===== src/rtl/clk_ena_prescaler.sv =====
// -----------------------------------------------------------------------------
// clk_ena_prescaler
//
// Upstream stage of the 8-bit timer counter. A free-running binary prescaler
// (div_cnt) advances while en=1. One of its low bits is selected by cks as the
// "tap". A rising edge on that tap produces a single-cycle, registered clk_ena
// strobe that advances the counter. Everything runs in the clk domain; there
// are no derived clocks.
//
// Tap k produces one clk_ena pulse every 2**(k+1) enabled clk cycles.
//
// Optional build macro: CLK_ENA_SYNC_RESTART_EN
//   Undefined (default): div_cnt free-runs across cks changes, so the new tap
//     keeps the phase of the current div_cnt value.
//   Defined: a cks change with en=1 clears div_cnt and the tap history on that
//     edge, so the new tap starts on the same schedule as after reset.
//
// Parameters:
//   DIV_WIDTH - prescaler width (number of selectable taps available)
//   SEL_WIDTH - width of cks; 2**SEL_WIDTH must not exceed DIV_WIDTH
//
// Ports:
//   clk      in   system clock, all flops on the rising edge
//   rst      in   synchronous active-high reset
//   en       in   prescaler run enable; 0 freezes div_cnt and blocks clk_ena
//   cks      in   tap select
//   clk_ena  out  registered single-cycle strobe to the counter
//   div_cnt  out  current prescaler value (debug/observation)
// -----------------------------------------------------------------------------
module clk_ena_prescaler #(
    parameter int DIV_WIDTH = 4,
    parameter int SEL_WIDTH = 2
) (
    input  logic                 clk,
    input  logic                 rst,
    input  logic                 en,
    input  logic [SEL_WIDTH-1:0] cks,
    output logic                 clk_ena,
    output logic [DIV_WIDTH-1:0] div_cnt
);

    localparam logic [DIV_WIDTH-1:0] DIV_ZERO = {DIV_WIDTH{1'b0}};
    localparam logic [DIV_WIDTH-1:0] DIV_ONE  = {{(DIV_WIDTH-1){1'b0}}, 1'b1};

    // Every cks value must address an existing prescaler bit.
    if ((2 ** SEL_WIDTH) > DIV_WIDTH) begin : g_bad_params
        $error("clk_ena_prescaler: 2**SEL_WIDTH must not exceed DIV_WIDTH");
    end

    logic [DIV_WIDTH-1:0] div_cnt_q;
    logic [DIV_WIDTH-1:0] div_cnt_d;
    logic                 tap_d1_q;
    logic                 tap_d1_d;
    logic [SEL_WIDTH-1:0] cks_d1_q;
    logic [SEL_WIDTH-1:0] cks_d1_d;
    logic                 clk_ena_q;
    logic                 clk_ena_d;
    logic                 tap_s;
    logic                 cks_chg_s;

    // Next-state logic: prescaler increment, tap history and strobe detection.
    always_comb begin
        tap_s     = div_cnt_q[cks];
        cks_chg_s = (cks != cks_d1_q);
        cks_d1_d  = cks;

        // Rising edge on the selected tap, masked on the cycle cks changes:
        // switching from a low old tap to a high new tap is not a real edge.
        // A wrap of div_cnt is a falling edge on every tap, so it never pulses.
        clk_ena_d = en & tap_s & ~tap_d1_q & ~cks_chg_s;

        // tap_d1 follows the tap even while frozen, so no stale edge is left
        // pending when en is raised again.
        tap_d1_d  = tap_s;

        if (en) begin
            div_cnt_d = div_cnt_q + DIV_ONE;
        end else begin
            div_cnt_d = div_cnt_q;
        end

`ifdef CLK_ENA_SYNC_RESTART_EN
        // Restart the prescaler on a tap change so the new tap's first pulse
        // lands 2**k+1 edges later, exactly as after reset.
        if (en && cks_chg_s) begin
            div_cnt_d = DIV_ZERO;
            tap_d1_d  = 1'b0;
        end else begin
            div_cnt_d = div_cnt_d;
            tap_d1_d  = tap_d1_d;
        end
`endif
    end

    // State registers; reset takes priority over en and cks changes.
    always_ff @(posedge clk) begin
        if (rst) begin
            div_cnt_q <= DIV_ZERO;
            tap_d1_q  <= 1'b0;
            cks_d1_q  <= {SEL_WIDTH{1'b0}};
            clk_ena_q <= 1'b0;
        end else begin
            div_cnt_q <= div_cnt_d;
            tap_d1_q  <= tap_d1_d;
            cks_d1_q  <= cks_d1_d;
            clk_ena_q <= clk_ena_d;
        end
    end

    assign clk_ena = clk_ena_q;
    assign div_cnt = div_cnt_q;

endmodule


===== config.mk =====
export PLATFORM = sky130hd
export DESIGN_NAME = clk_ena_prescaler
export DESIGN_NICKNAME = d
export VERILOG_FILES = /design/src/rtl/clk_ena_prescaler.sv
export SDC_FILE = /design/constraint.sdc
export NUM_CORES = 1
export LEC_CHECK = 0
export CAP_MARGIN = 20
export CORE_AREA = 2 2 39 41
export CTS_CLUSTER_DIAMETER = 80
export CTS_CLUSTER_SIZE = 10
export DETAILED_ROUTE_END_ITERATION = 10
export DIE_AREA = 0 0 41 43
export MAX_ROUTING_LAYER = met4
export PLACE_DENSITY_LB_ADDON = 0.2
export SLEW_MARGIN = 30
export SYNTH_ARGS = -nofsm -noshare
export SYNTH_HDL_FRONTEND = slang
export SYNTH_SLANG_ARGS = --single-unit

===== constraint.sdc =====
create_clock -name clk -period 1.2 [get_ports clk]
set_input_delay 0.3 -clock clk [delete_from_list [all_inputs] [get_ports clk]]
set_output_delay 0.3 -clock clk [all_outputs]
set_load 0.01 [all_outputs]

==> impl_metrics.csv <==
group,metric,value,unit
die,core,1380,um2
finish,areaGrowthSynthToFinish,58.5,%
routing,drt_pass1_iterations,1,
timing,final-hold-violation-count,0,
logic_synthesis,synth_fp_nets,36,
global_routing,antenna_found_initial,0,
place,dp_hpwl,533,um
clocking,hold_buffers,0,
power_and_ir_drop,p_leak,0.238,nW
finish,fin_nets,58,
critical_path,path_max_fanout,2,
timing,setup_slack,0.0628,ns
critical_path,cp.depth,1,
timing,finalCritPeriodShare,94.8,%
finish,design_area,502,um2
timing,tns,0,ns
min_path,hold_class,"reg2reg",
timing,skew,0.00118,ns
critical_path,cp-end-kind,"output pin",
timing,max_slew_margin,83.6,%
power_and_ir_drop,power.density,1160,nW/um2
finish,n_antenna_cell,0,
critical_path,critPathLaunchType,"register",
power_and_ir_drop,worst_ir_drop_vdd,614,uV
clocking,clock-root-buffer,"clkbuf_4",
clocking,cts_tree,"yes",
routing,detail_route.wl_per_cell,9.82,um
critical_path,crit_type,"reg2out",
die,io_pins,10,
critical_path,path_cells,"dlygate4sd2_1",
place,place_area,487,um2
die,die-width,41,um
global_routing,gr-total-overflow,0,
logic_synthesis,ys_seq_area_share,50.6,%
logic_synthesis,synth_area,317,um2
die,die_h,43,um
timing,slew_viol_final,0,
critical_path,timing.critical_path.buf_inv,1,
clocking,clock_latency,0.25,ns
critical_path,crit_family,"flip-flops",
min_path,hold_path_depth,2,
status,status,"finished clean",
routing,drtAntennaViolNets,0,
critical_path,slowest_stage,"dfxtp_1",
critical_path,max_stage_delay,0.32,ns
timing,period_needed,1.14,ns
routing,via_per_inst,4.15,
logic_synthesis,ys_seq_elements,8,
routing,drt-initial-drc-count,0,
timing,fin_hold_ws,0.490,ns
clocking,clkTransAtPathRegs,0.06,ns
finish,final_cells,66,
clocking,htree_levels,1,
job,max_cap_violations,0,
global_routing,grt_max_degree,6,
global_routing,grt_pass1_wl,1110,um
timing,tightest_slew,0.246,ns
critical_path,required,0.90,ns
logic_synthesis,avgSynthCellArea,10.6,um2
critical_path,critical_path_arrival,0.84,ns
die,die_area,1760,um2
timing,rsz0062_at_grt,"false",
critical_path,reg2reg_depth,4,
finish,layout_common_cells,"8 x dfxtp_1, 8 x buf_4, 6 x dlygate4sd2_1",
place,placed_cells,63,
clocking,clockBufferDepth,2,
routing,routed_wl,648,um
routing,drc,0,
place,dp_slack,-0.319,ns
timing,max_freq,0.879,GHz
clocking,cts.sinks,8,
global_routing,grt_use_total,10.3,%
finish,drive_gt1_share,26.0,%
routing,vias,274,
timing,setup_viol,0,
place,numPortBuffers,9,
die,start_util,22.9,%
die,rows,14,
logic_synthesis,synth.distinct_cells,13,
global_routing,grt_pass1_vias,275,
clocking,cts_buffers,3,
logic_synthesis,synth_warnings,0,
place,place_congestion,0.670,
logic_synthesis,syn_inst,30,
## state kept, by name, summed over array words and instances (netlist names)
| name | count |
|---|---|
| clk_ena | 1 |
| tap_d1_q | 1 |
| div_cnt | 4 |
| cks_d1_q | 2 |
## Yosys cell counts, drive strengths merged
cell | number | share of area [%]
mux2i | 2 | 6.3
nand2 | 3 | 3.6
nand4b | 1 | 2.8
nor2 | 4 | 4.7
nand4 | 1 | 2.0
xnor2 | 3 | 8.3
a21oi | 1 | 2.8
xor2 | 2 | 5.5
mux2 | 1 | 3.6
dfxtp | 8 | 51
or3 | 1 | 2.0
nor2b | 2 | 4.0
ha | 1 | 4.0
## per-stage QoR
| step | total power (W) | utilization, % |
|---|---|---|
| 6_report | 0.000582 | 36.3 |
| 3_5_place_dp | 0.000391 | 35.2 |
| 3_3_place_gp | 0.000388 | 35.2 |
| 2_1_floorplan | 0.000327 | - |
| 4_1_cts | 0.000593 | 36.3 |
| 5_1_grt | 0.000624 | 36.3 |
## cell type report
cell class,instances,area [um2]
Tap cell,16,20.0
Fill cell,146,882
Clock buffer,3,22.5
Sequential cell,8,160
Multi-Input combinational cell,22,156
Timing Repair Buffer,17,143
## where the power goes
part	total, W	leakage [nW]	switching (W)	internal (W)
clock	0.000206	0.0138	0.0000914	0.000114
combinational	0.0000935	0.158	0.0000392	0.0000543
sequential	0.000283	0.0655	0.00000459	0.000278
## metal layers
| metal | track usage, % | up-vias | part of all wire, % |
|---|---|---|---|
| met5 | - | - | 0 |
| met4 | 8.00 | 0 | 0 |
| met3 | 4.71 | 0 | 5.6 |
| met2 | 13.4 | 6 | 52 |
| met1 | 11.7 | 127 | 42 |
| li1 | - | 141 | - |
## what timing repair did
item                                    4_1_cts  5_1_grt
endpoints found under the setup margin        7        0
resized for setup                             6        0
setup buffers                                 0        0
## cell families (layout without fill, tap and decap cells)
logic type,count (synthesis),after routing,share of synthesized area (%)
buffers and inverters,0,20,0
AND/OR/NAND/NOR,12,12,19.0
multiplexers,3,3,9.88
XOR/XNOR,5,5,13.8
AO/OA/AOI/OAI,1,1,2.77
flip-flops,8,8,50.6
adder cells (fa/ha/maj),1,1,3.95
## worst register-to-register path, delay by kind of cell (launching register included)
family / cells / cell delay (ns)
multiplexers: 1 / 0.07
AND/OR/NAND/NOR: 1 / 0.35
buffers and inverters: 1 / 0.13
flip-flops: 1 / 0.32
AO/OA/AOI/OAI: 1 / 0.13
## final timing paths
kind | from | to | slack (ns)
min | tap_d1_q$_SDFF_PP0_ | clk_ena$_SDFF_PP0_ | 0.49
min reg2reg | tap_d1_q$_SDFF_PP0_ | clk_ena$_SDFF_PP0_ | 0.49
max | div_cnt[2]$_SDFFE_PP0P_ | div_cnt[2] | 0.06
max reg2reg | div_cnt[0]$_SDFFE_PP0P_ | clk_ena$_SDFF_PP0_ | 0.15
Note: power is estimated with default switching activity, not from simulation.
==> variant 1: new RTL, config.mk and constraints unchanged <==
The option `CLK_ENA_SYNC_RESTART_EN` is turned on by a define.
--- a/src/rtl/clk_ena_prescaler.sv
+++ b/src/rtl/clk_ena_prescaler.sv
@@ -27,6 +27,8 @@
 //   clk_ena  out  registered single-cycle strobe to the counter
 //   div_cnt  out  current prescaler value (debug/observation)
 // -----------------------------------------------------------------------------
+`define CLK_ENA_SYNC_RESTART_EN
+
 module clk_ena_prescaler #(
     parameter int DIV_WIDTH = 4,
     parameter int SEL_WIDTH = 2
Function: changed (Yosys sat finds a counterexample within 4 cycles, from zero or initial values and one cycle with rst high).
==> variant 1 against the original RTL <==
- synthesized cell count shrank 6.7%
- routed wire length grew 10%
- register-to-register slack lost 0.05 ns
- sequential cell count is the same
- utilization grew 0.99 points
- final area grew 2.7%
- clock skew grew 0.0050 ns
- area after synthesis grew 4.7%
- sequential share of layout area shrank 0.61 points
- worst setup slack lost 0.014 ns
- total power shrank 3.7%
==> variant 1: results (changes against the original RTL) <==
<table>
<tr><th>Metric</th><th>Value</th></tr>
<tr><th colspan="2">Finish</th></tr>
<tr><td>Final nets</td><td>55 (was 58)</td></tr>
<tr><td>Multi-input gate share of the layout cell area</td><td>34.22% (was 31.17%)</td></tr>
<tr><td>Share of cells above drive strength 1</td><td>36.17% (was 26.00%)</td></tr>
<tr><td>Number of fill cells in the layout</td><td>142 (was 146)</td></tr>
<tr><td>Sequential cell count</td><td>8 (unchanged)</td></tr>
<tr><td>Non-CTS buffers</td><td>16 (was 17)</td></tr>
<tr><td>Multi-input combinational gate total</td><td>20 (was 22)</td></tr>
<tr><td>Final non-clock buffer share</td><td>26.21% (was 28.43%)</td></tr>
<tr><th colspan="2">Place</th></tr>
<tr><td>Total instance count after detailed placement</td><td>61 (was 63)</td></tr>
<tr><td>Routability cong.</td><td>0.7482 (was 0.6698)</td></tr>
<tr><th colspan="2">Timing</th></tr>
<tr><td>Slew at the pin with the worst max-slew slack</td><td>0.2684 ns (was 0.2458 ns)</td></tr>
<tr><td>Final Skew</td><td>0.006173 ns (was 0.001177 ns)</td></tr>
<tr><th colspan="2">Global routing</th></tr>
<tr><td>Number of global-route vias before repair</td><td>312 (was 275)</td></tr>
<tr><td>Overall routing resource usage</td><td>11.02% (was 10.31%)</td></tr>
<tr><td>Largest net degree at the start of global routing</td><td>8 (was 6)</td></tr>
<tr><th colspan="2">Clocking</th></tr>
<tr><td>Post-cts repair resize count</td><td>8 (was 6)</td></tr>
<tr><th colspan="2">Pwr</th></tr>
<tr><td>Leakage</td><td>0.0002339 uW (was 0.0002376 uW)</td></tr>
<tr><td>Power after layout</td><td>561.0 uW (was 582.2 uW)</td></tr>
<tr><td>Combinational group power</td><td>78.1 uW (was 93.5 uW)</td></tr>
<tr><td>Switching share of power</td><td>22.67% (was 23.22%)</td></tr>
<tr><td>Peak supply drop</td><td>0.0003189 V (was 0.0006144 V)</td></tr>
<tr><th colspan="2">Drt</th></tr>
<tr><td>Detail-routed net length per standard cell</td><td>11.35 um (was 9.818 um)</td></tr>
<tr><td>Routed Wire Length</td><td>715 um (was 648 um)</td></tr>
<tr><th colspan="2">Synth</th></tr>
<tr><td>Cell variety after synth</td><td>14 (was 13)</td></tr>
<tr><td>Most instantiated cells after synthesis</td><td>8 x sky130_fd_sc_hd__dfxtp_1, 4 x sky130_fd_sc_hd__nor3_1, 3 x sky130_fd_sc_hd__xnor2_1 (was 8 x sky130_fd_sc_hd__dfxtp_1, 4 x sky130_fd_sc_hd__nor2_1, 3 x sky130_fd_sc_hd__nand2_1, 3 x sky130_fd_sc_hd__xnor2_1)</td></tr>
<tr><td>Mapped Nets</td><td>34 (was 36)</td></tr>
<tr><td>Seq/Total Area, Yosys</td><td>48.30% (was 50.59%)</td></tr>
<tr><th colspan="2">Run status</th></tr>
<tr><td>Run status</td><td>finished clean (unchanged)</td></tr>
<tr><th colspan="2">Worst setup path</th></tr>
<tr><td>Crit-path max FO</td><td>3 (was 2)</td></tr>
</table>
## variant 1: cell count changes in the layout (fill, tap and decap cells not counted), sizes merged, moves of 2 or more
cell           before  now
nor3b               0    2
clkbuf              3    5
nor2                4    0
nand2               3    1
clkdlybuf4s15       0    2
dlygate4sd2         6    2
clkdlybuf4s50       3    1
nor3                0    4
dlymetal6s2s        0    2
## variant 1: per-stage QoR
step | instance area [um^2] | setup TNS, ns | hold WS, ns | worst slack [ns]
floorplan | 331.6 | 0 | 0.3695 | 0.08621
global placement | 501.7 | -2.115 | 0.5618 | -0.4119
detailed placement | 501.7 | -2.214 | 0.5746 | -0.4278
CTS | 511.7 | 0 | 0.5600 | 0.01191
global route | 515.5 | 0 | 0.3738 | 0.005196
finish | 515.5 | 0 | 0.3673 | 0.04887
## variant 1: cells by family after synthesis
kind of cell	after synthesis	share of synthesized area, %
AO/OA/AOI/OAI	1	3.396
XOR/XNOR	5	13.21
adder cells (fa/ha/maj)	1	3.773
flip-flops	8	48.30
multiplexers	2	9.811
AND/OR/NAND/NOR	11	21.51
## variant 1: worst min path at each step
stage               startpoint     endpoint  slack [ns]  depth (start not counted)
floorplan                  rst     tap_d1_q        0.37                          1
global placement      tap_d1_q      clk_ena        0.56                          2
detailed placement    tap_d1_q      clk_ena        0.57                          2
CTS                     cks[0]  cks_d1_q[0]        0.56                          3
global route            cks[1]  cks_d1_q[1]        0.37                          2
finish                  cks[1]  cks_d1_q[1]        0.37                          2
## variant 1: layer usage
| layer | up-vias | share of wire [%] | GRT usage, % |
|---|---|---|---|
| met5 | - | 0 | - |
| met4 | 0 | 0 | 6.000 |
| met3 | 0 | 5.6 | 3.141 |
| met2 | 6 | 52 | 16.88 |
| met1 | 135 | 42 | 12.26 |
| li1 | 140 | - | - |
==> variant 2: new RTL, same flow settings <==
Made on the original files. Add an input register stage for `cks`, without a reset; this delays it by one clock. The other inputs are not delayed to match. Comments in the files are not updated.
--- a/src/rtl/clk_ena_prescaler.sv
+++ b/src/rtl/clk_ena_prescaler.sv
@@ -42,6 +42,12 @@
     localparam logic [DIV_WIDTH-1:0] DIV_ZERO = {DIV_WIDTH{1'b0}};
     localparam logic [DIV_WIDTH-1:0] DIV_ONE  = {{(DIV_WIDTH-1){1'b0}}, 1'b1};
 
+    logic [SEL_WIDTH-1:0] cks_q;
+
+    always_ff @(posedge clk) begin
+        cks_q <= cks;
+    end
+
     // Every cks value must address an existing prescaler bit.
     if ((2 ** SEL_WIDTH) > DIV_WIDTH) begin : g_bad_params
         $error("clk_ena_prescaler: 2**SEL_WIDTH must not exceed DIV_WIDTH");
@@ -60,9 +66,9 @@
 
     // Next-state logic: prescaler increment, tap history and strobe detection.
     always_comb begin
-        tap_s     = div_cnt_q[cks];
-        cks_chg_s = (cks != cks_d1_q);
-        cks_d1_d  = cks;
+        tap_s     = div_cnt_q[cks_q];
+        cks_chg_s = (cks_q != cks_d1_q);
+        cks_d1_d  = cks_q;
 
         // Rising edge on the selected tap, masked on the cycle cks changes:
         // switching from a low old tap to a high new tap is not a real edge.
Check against the original RTL: not equivalent (a bounded check fails within 4 cycles, from zero or initial values and one cycle with rst high).
==> variant 2 against the original RTL <==
- utilization grew 3.3 points
- count of clock-buffer cells in the layout up 1
- final area increased by 9.0%
- worst setup slack lost 0.019 ns
- sequential cell count is 2 higher
- routed wire length down 6.8%
- clock skew about the same
- area after synthesis is 13% higher
- via count grew 1.5%
- total power increased by 29%
- cell count grew 1.5%
- largest cell class unchanged
- highest routed layer is now met4
==> variant 2: results (changes against the original RTL) <==
<table>
<tr><th>Metric</th><th>Value</th></tr>
<tr><th colspan="2">Drt</th></tr>
<tr><td>Detailed router's first-iteration violation count</td><td>5 (was 0)</td></tr>
<tr><td>Total number of vias</td><td>278 (was 274)</td></tr>
<tr><td>First-pass iteration count of the detailed router</td><td>3 (was 1)</td></tr>
<tr><td>Uppermost signal routing layer after detailed routing</td><td>met4 (was met3)</td></tr>
<tr><td>Routed Wire Length</td><td>604 um (was 648 um)</td></tr>
<tr><td>Length of routed met2 wiring</td><td>266 um (was 340 um)</td></tr>
<tr><td>Sum of met3 wire segment lengths after detailed routing</td><td>35 um (was 36 um)</td></tr>
<tr><th colspan="2">Global routing</th></tr>
<tr><td>Number of global-route vias before repair</td><td>307 (was 275)</td></tr>
<tr><td>Routing usage on met2</td><td>13.75% (was 13.44%)</td></tr>
<tr><td>Largest net degree at the start of global routing</td><td>7 (was 6)</td></tr>
<tr><th colspan="2">Place</th></tr>
<tr><td>Total placed instance area</td><td>511.7 um^2 (was 486.7 um^2)</td></tr>
<tr><td>HPWL reported at the end of detailed placement</td><td>463.1 um (was 532.5 um)</td></tr>
<tr><th colspan="2">Run status</th></tr>
<tr><td>Run status</td><td>finished clean (unchanged)</td></tr>
<tr><th colspan="2">Finish</th></tr>
<tr><td>Multi-input gate share of the layout cell area</td><td>28.60% (was 31.17%)</td></tr>
<tr><td>Non-CTS buffers</td><td>15 (was 17)</td></tr>
<tr><td>Number of standard cells in the final layout excluding fillers</td><td>67 (was 66)</td></tr>
<tr><td>Clock Network Area Fraction</td><td>6.636% (was 4.489%)</td></tr>
<tr><th colspan="2">Pwr</th></tr>
<tr><td>Leakage</td><td>0.0002382 uW (was 0.0002376 uW)</td></tr>
<tr><td>Ratio of total power to cell area</td><td>1370 nW/um^2 (was 1160 nW/um^2)</td></tr>
<tr><td>Peak supply drop</td><td>0.0005871 V (was 0.0006144 V)</td></tr>
<tr><th colspan="2">Synth</th></tr>
<tr><td>Area share of fa/ha/maj cells after synthesis</td><td>3.509% (was 3.953%)</td></tr>
<tr><td>Compound-Gate Fraction of Synth Area</td><td>2.456% (was 2.767%)</td></tr>
<tr><td>Mapped Nets</td><td>38 (was 36)</td></tr>
<tr><td>#FFs+latches synth</td><td>10 (was 8)</td></tr>
<tr><td>Seq/Total Area, Yosys</td><td>56.14% (was 50.59%)</td></tr>
<tr><th colspan="2">Worst setup path</th></tr>
<tr><td>Startpoint of the worst register-to-register path</td><td>div_cnt[2] (was div_cnt[0])</td></tr>
<tr><th colspan="2">Hold path</th></tr>
<tr><td>Path type of the worst min-delay path</td><td>in2reg (was reg2reg)</td></tr>
<tr><td>Hold_sp</td><td>cks[0] (was tap_d1_q)</td></tr>
<tr><th colspan="2">Timing</th></tr>
<tr><td>Slew at the pin with the worst max-slew slack</td><td>0.1954 ns (was 0.2458 ns)</td></tr>
</table>
## variant 2: cell count changes after synthesis
cell	delta
sky130_fd_sc_hd__dfxtp_1	+2
## variant 2: kinds of logic after synthesis
logic type / after synthesis
AOI/OAI and AO/OA: 1
xor gates and xnor gates: 5
adders and majority gates: 1
DFF: 10
muxes: 3
and+or+nand+nor: 12
## variant 2: worst min path at each step
stage,to,slack (ns)
finish,cks_d1_d[0],0.47
global route,cks_d1_d[1],0.47
CTS,cks_d1_d[0],0.46
detailed placement,clk_ena,0.48
global placement,clk_ena,0.48
floorplan,cks_d1_d[0],0.33
## variant 2: stage by stage
step	hold slack, ns	setup TNS, ns	setup slack, ns
6_report	0.4708	0	0.04397
5_1_grt	0.4702	0	0.005036
4_1_cts	0.4641	0	0.006618
3_5_place_dp	0.4824	-0.4509	-0.1215
3_3_place_gp	0.4752	-0.3890	-0.1001
2_1_floorplan	0.3277	0	0.1878
